==> src/rtl/switch_debounce_pkg.sv <==
// Shared constants and helpers for the front-panel switch debouncer.
package switch_debounce_pkg;

  localparam int unsigned SwitchWidth           = 5;
  localparam logic [4:0]  SwitchIdle            = 5'b11111;
  localparam int unsigned DebounceCyclesDefault = 270000;

  // Switches are active-low, so "at most one switch on" means at most one 0 bit.
  function automatic logic at_most_one_zero(input logic [31:0] v);
    int unsigned zeros;
    zeros = 0;
    for (int i = 0; i < 32; i++) begin
      if (!v[i]) zeros = zeros + 1;
    end
    return zeros <= 1;
  endfunction

endpackage

==> src/rtl/switch_debounce_sync_2ff.sv <==
// Two-flop synchronizer for asynchronous pin inputs, with configurable width and reset value.
module sync_2ff #(
  parameter int unsigned      Width      = 1,
  parameter logic [Width-1:0] ResetValue = '0
) (
  input  logic             clk_i,
  input  logic             rst_ni,
  input  logic [Width-1:0] d_i,
  output logic [Width-1:0] q_o
);

  logic [Width-1:0] sync1_q, sync2_q;

  always_ff @(posedge clk_i or negedge rst_ni) begin
    if (!rst_ni) begin
      sync1_q <= ResetValue;
      sync2_q <= ResetValue;
    end else begin
      sync1_q <= d_i;
      sync2_q <= sync1_q;
    end
  end

  assign q_o = sync2_q;

endmodule

==> src/rtl/switch_debounce.sv <==
// Synchronizes and debounces active-low mode switches into a clean vector.
// Define SWITCH_ONEHOT_FILTER_EN to reject stable patterns with more than one switch on.
module switch_debounce
  import switch_debounce_pkg::*;
#(
  parameter int unsigned WIDTH           = SwitchWidth,
  parameter int unsigned DEBOUNCE_CYCLES = DebounceCyclesDefault
) (
  input  logic             clock,
  input  logic             reset_n,
  input  logic [WIDTH-1:0] switch_raw,
  output logic [WIDTH-1:0] switch_out,
  output logic             switch_changed,
  output logic             settled
);

  localparam int unsigned  CntW   = $clog2(DEBOUNCE_CYCLES);
  localparam logic [CntW-1:0] CntMax = CntW'(DEBOUNCE_CYCLES - 1);

  logic [WIDTH-1:0] sync2;
  logic [WIDTH-1:0] cand_q, cand_d;
  logic [CntW-1:0]  cnt_q, cnt_d;
  logic [WIDTH-1:0] out_q, out_d;
  logic             changed_q, changed_d;
  logic             settled_q, settled_d;
  logic             accept;

  sync_2ff #(
    .Width      (WIDTH),
    .ResetValue ({WIDTH{1'b1}})
  ) u_sync (
    .clk_i  (clock),
    .rst_ni (reset_n),
    .d_i    (switch_raw),
    .q_o    (sync2)
  );

`ifdef SWITCH_ONEHOT_FILTER_EN
  logic [31:0] cand_padded;
  always_comb begin
    cand_padded              = '1;
    cand_padded[WIDTH-1:0]   = cand_q;
    accept                   = at_most_one_zero(cand_padded);
  end
`else
  assign accept = 1'b1;
`endif

  always_comb begin
    cand_d    = cand_q;
    cnt_d     = cnt_q;
    out_d     = out_q;
    changed_d = 1'b0;
    settled_d = settled_q;
    if (sync2 != cand_q) begin
      // Any bit change restarts the whole stability window.
      cand_d = sync2;
      cnt_d  = '0;
    end else if (cnt_q != CntMax) begin
      cnt_d = cnt_q + CntW'(1);
    end else begin
      settled_d = 1'b1;
      if ((cand_q != out_q) && accept) begin
        out_d     = cand_q;
        changed_d = 1'b1;
      end
    end
  end

  always_ff @(posedge clock or negedge reset_n) begin
    if (!reset_n) begin
      cand_q    <= '1;
      cnt_q     <= '0;
      out_q     <= '1;
      changed_q <= 1'b0;
      settled_q <= 1'b0;
    end else begin
      cand_q    <= cand_d;
      cnt_q     <= cnt_d;
      out_q     <= out_d;
      changed_q <= changed_d;
      settled_q <= settled_d;
    end
  end

  assign switch_out     = out_q;
  assign switch_changed = changed_q;
  assign settled        = settled_q;

endmodule

==> config.mk <==
export PLATFORM = sky130hd
export DESIGN_NAME = switch_debounce
export DESIGN_NICKNAME = d
export VERILOG_FILES = /design/src/rtl/switch_debounce_pkg.sv /design/src/rtl/switch_debounce_sync_2ff.sv /design/src/rtl/switch_debounce.sv
export SDC_FILE = /design/constraint.sdc
export NUM_CORES = 1
export LEC_CHECK = 0
export BUFFER_PORTS_ARGS = -buffer_cell sky130_fd_sc_hd__buf_2
export CAP_MARGIN = 0
export CORE_ASPECT_RATIO = 0.6
export CORE_UTILIZATION = 53
export DETAILED_ROUTE_END_ITERATION = 8
export MAX_ROUTING_LAYER = met4
export PLACE_DENSITY = 0.83
export SLEW_MARGIN = 15
export SYNTH_ARGS = -nofsm -noshare
export SYNTH_HDL_FRONTEND = slang
export SYNTH_SLANG_ARGS = --single-unit
==> constraint.sdc <==
create_clock -name clock -period 1.6 [get_ports clock]
set_input_delay 0.24 -clock clock [delete_from_list [all_inputs] [get_ports clock]]
set_output_delay 0.24 -clock clock [all_outputs]
set_load 0.02 [all_outputs]
**Word level (Yosys, flattened, before mapping)**

Index checks and enable logic that the tools add are counted.
W data, S select, Z words.

- $add $sub $neg: 1
- Equality and inequality tests: 3
- Muxes and demuxes: 5
- Bitwise operators: 2
- Reduce and logical (&&, ||, !) cells: 3

Operators with widths:

| cell | count |
|---|---|
| $mux W19 | 2 |
| $add A19 B1 Y19 const B | 1 |
| $ne A19 B19 Y1 const B | 1 |
| $ne A5 B5 Y1 | 2 |
| $mux W1 | 3 |
| $reduce_and A3 Y1 | 1 |
| $not A1 Y1 | 2 |
| $reduce_and A2 Y1 | 1 |
| $reduce_bool A2 Y1 | 1 |

- Flip-flop bits (word level): 41
- Bits of input ports: 7
- Output and inout bits: 7
- Logic and storage cells: 21

**Logic depth before layout (Yosys ltp)**

- Depth in word-level cells: 4
- Depth in mapped cells: 6
- Mapped depth without buffers: 5

**Hierarchy**

A second synthesis with hierarchy kept.

- Cells, all modules: 155
- Area total of the unflattened synthesis: 1819.2 µm²

Modules (own cells, without submodules):

| module | times used | cells each | area each (µm²) | sequential area each (µm²) |
|---|---|---|---|---|
| switch_debounce | 1 | 145 | 1556.5 | 788.3 |
| sync_2ff | 1 | 10 | 262.8 | 262.8 |

**Worst setup path after synthesis**

OpenSTA, ideal clock, no wires.

- Kind: reg-to-reg
- Start point: register cnt_q[0]
- End point: register out_q[0], in the netlist switch_out[0]
- Library setup time: 0.082 ns
- Arrival: 1.659 ns
- Data required time: 1.518 ns
- Slack: -0.141 ns
- Cell stages (with the launch flop): 7
- Buffers on the path: 1
- Cells stage by stage: dfrtp_1 -> ha_1 -> and3_2 -> and4_1 -> buf_2 -> nand4_2 -> mux2_2

- Longest elaborated chain between the ends: 3

RTL lines:

| what | line | RTL |
|---|---|---|
| start: declaration | switch_debounce.sv:22 | `logic [CntW-1:0] cnt_q, cnt_d;` |
| start signal: assignment | switch_debounce.sv:79 | `cnt_q <= cnt_d;` |
| $ne A19 B19 Y1 | switch_debounce.sv:59 | `end else if (cnt_q != CntMax) begin` |
| $not A1 Y1 (no line) | n/a |  |
| $reduce_and A3 Y1 (no line) | n/a |  |
| end signal: assignment | switch_debounce.sv:80 | `out_q <= out_d;` |
| end: declaration | switch_debounce.sv:23 | `logic [WIDTH-1:0] out_q, out_d;` |

Every way passes these cells.
A chain may end at the register's enable or synchronous reset.

**Worst setup path in the final report**

- Start point: register cand_q[1]
- End point: register cnt_q[3]

- Longest elaborated chain between the ends: 2

RTL lines:

| what | line | RTL |
|---|---|---|
| start: declaration | switch_debounce.sv:21 | `logic [WIDTH-1:0] cand_q, cand_d;` |
| start signal: assignment | switch_debounce.sv:78 | `cand_q <= cand_d;` |
| $ne A5 B5 Y1 * | switch_debounce.sv:55 | `if (sync2 != cand_q) begin` |
| $mux W19 or $reduce_bool A2 Y1 (tied branches) | n/a |  |

Mark *: on every way between the ends. The rest lies on a longest branch, timed or not.

==> run metrics <==
Root Buffer clkbuf_8; residual DRC count 0; Post-synth EDFFs 0; H-tree levels 2; area leader, netlist dfrtp_1; synth-to-layout area growth 39.7%; routability cong. 0.897; Synth area leaders dfrtp_1 28%, dfstp_2 28%, xor2_1 5.5%; core region area 3340 um^2; final core utilization 0.793; RSZ-0062 raised after global routing true; Leakage about 1.1 nW; CTS clock-pin slew for the worst setup and hold paths 0.08 ns; crit-path max FO 4; Vias roughly 1.7k; hold slack final around 0.035 ns; Die Wd roughly 79 um; number of CTS-inserted buffers 5; gr ovfl total 0; slowest cell delay on critical path 0.57 ns; # IOs 14; fraction of registers with async set/reset 1.00; Max Transition Viols Final 0; die area 3830 um^2; Final #Nets 233; Synth Instances about 160; die height 48.4 um; HPWL Detailed 3310 um; flops & latches, synth just over 40; drt total wl 6260 um; fillcell total roughly 160; CP Class flip-flop to flip-flop; commonest non-fill, non-tap cells in the layout 38 x buf_4, 20 x dfstp_2, 14 x dfrtp_1, 13 x buf_2; Critical Path Source Type flip-flop; crit share post-route 1.07; failing checks setup timing; post-place setup slack -0.0841 ns; Slew @ Worst Pin 0.448 ns; routed len/inst 23.2 um; crit-path leading delay family flip-flops; Pwr per Cell Area around 730 nW/um^2; Seq/Total Area, Yosys 0.554; ANT nets after route 0; required time of the critical path 1.80 ns; Hold Crit Class input port to flip-flop; syn_nets 173; Mean Syn Cell Area 11.6 um^2; Clock Sinks 41; DRT iter0 DRCs 111; Buffers & Inverters on Critical Path 1; critical path arrival 1.92 ns; status complete, but fails checks; global-route wire length before repair 8370 um; Starting Density 0.568; Final min period 1.72 ns; initial antenna violation count 0; number of distinct library cells after synthesis 38; area of the mapped netlist about 1900 um^2; First-pass DRT Iterations 5; maximum number of pins on one net before global-route repair 24; n_diodes 0; ys flop type dfrtp_1; Ys Warns 0; max cap viols 0; Rows 16; crit path max-delay cell type dfstp_2; Buffers on Ports 13; clock latency on the worst-skew pair 0.30 ns; TritonCTS clock tree built; post-synth top area share 0.277; Rel. slew slack 0.701; vias per cell about 6.2; VDD IR max 687 uV; critical path cell sequence xor2_2 -> nor3_4 -> buf_4 -> nand3b_1 -> mux2i_1; Fin. Hold Viols 0; Max Root-Sink Buffers 2; final clock skew about 0.0091 ns; worst setup margin -0.119 ns; number of global-route vias before repair 1633; overall power 0.00194 W; Max Clk Rate slightly below 600 MHz; gr usage total 0.314; layout cells sized above 1 0.613; # setup viols final 18; commonest non-fill, non-tap cell in the layout buf_4; Worst setup EP type flip-flop
-- what timing repair did --
| item | in CTS | in global routing |
|---|---|---|
| hold endpoints to repair | 12 | 0 |
| pin swaps | 9 | 9 |
| gates resized for setup | 18 | 26 |
| hold buffers | 1 | 0 |
| setup endpoints to repair | 14 | 26 |
| buffers inserted | 7 | 7 |
-- synth_stat cells, types with 4 or more instances --
master	number
nand4_1	5
xnor2_1	7
nor3_1	5
dfrtp_1	21
a21oi_1	8
nand3_1	10
xor2_1	12
nand2_1	6
nor2_1	11
dfstp_2	20
inv_1	4
clkbuf_1	7
mux2_2	5
o21ai_0	4
-- where the power goes --
part	total (W)	switching (W)	internal (W)
logic	0.000119	0.0000735	0.0000454
clock network	0.000728	0.000378	0.000350
registers	0.00109	0.0000190	0.00107
-- worst register-to-register path, cell delays in order, from the launching register on --
cell and delay, ns:
dfstp_2 0.57, xor2_2 0.09, nor3_4 0.36, buf_4 0.21, nand3b_1 0.15, mux2i_1 0.24
-- worst paths after layout --
| check | from | to | slack (ns) | cells after the start |
|---|---|---|---|---|
| max in group asynchronous | reset_n | u_sync.q_o[4] | 0.64 | 3 |
| worst min register to register | u_sync.sync1_q[4] | u_sync.q_o[4] | 0.36 | 0 |
| worst min-delay path | switch_raw[0] | u_sync.sync1_q[0] | 0.03 | 1 |
| worst max-delay path | cand_q[1] | cnt_q[3] | -0.12 | 5 |
| worst max register to register | cand_q[1] | cnt_q[3] | -0.12 | 5 |
| min in group asynchronous | reset_n | cnt_q[1] | 0.40 | 2 |
-- flip-flops by register name, summed over array words and instances (netlist names) --
name	count
switch_out	5
settled	1
cand_q	5
switch_changed	1
u_sync.sync1_q	5
u_sync.q_o	5
cnt_q	19
-- final cells by class --
type	count	area (um^2)	share of cell area
sequential	41	1060	0.400
clock inverter	2	13.8	0.00519
timing repair buffer	61	470	0.177
clock buffer	6	82.6	0.0311
inverter	4	15.0	0.00566
tap	45	56.3	0.0212
multi-input combinational	111	955	0.360
-- logic make-up (layout without fill, tap and decap cells) --
kind of cell,after synthesis,in the layout,synth area share
compound gates,16,16,0.0488
xor+xnor,19,19,0.0877
fa+ha+maj,2,2,0.0132
buf+inv,12,73,0.0244
flops,41,41,0.554
mux,8,8,0.0455
simple gates,66,66,0.227
-- per-stage QoR --
stage               instance area [um^2]  TNS, ns  instances
floorplan                           1930   -0.200        164
global placement                    2270  -0.0616        247
detailed placement                  2270   -0.497        247
CTS                                 2490   -0.320        263
global route                        2650    -1.57        270
finish                              2650    -1.12        270
-- layer usage --
| metal | track usage | routed length [um] | vias up |
|---|---|---|---|
| met3 | 0.0792 | 670 | 32 |
| met1 | 0.416 | 2400 | 808 |
| met2 | 0.471 | 2920 | 136 |
| li1 | - | - | 696 |
| met4 | 0.112 | 273 | 0 |
| met5 | - | 0 | - |
No activity file was read; power rests on OpenSTA's default activity.
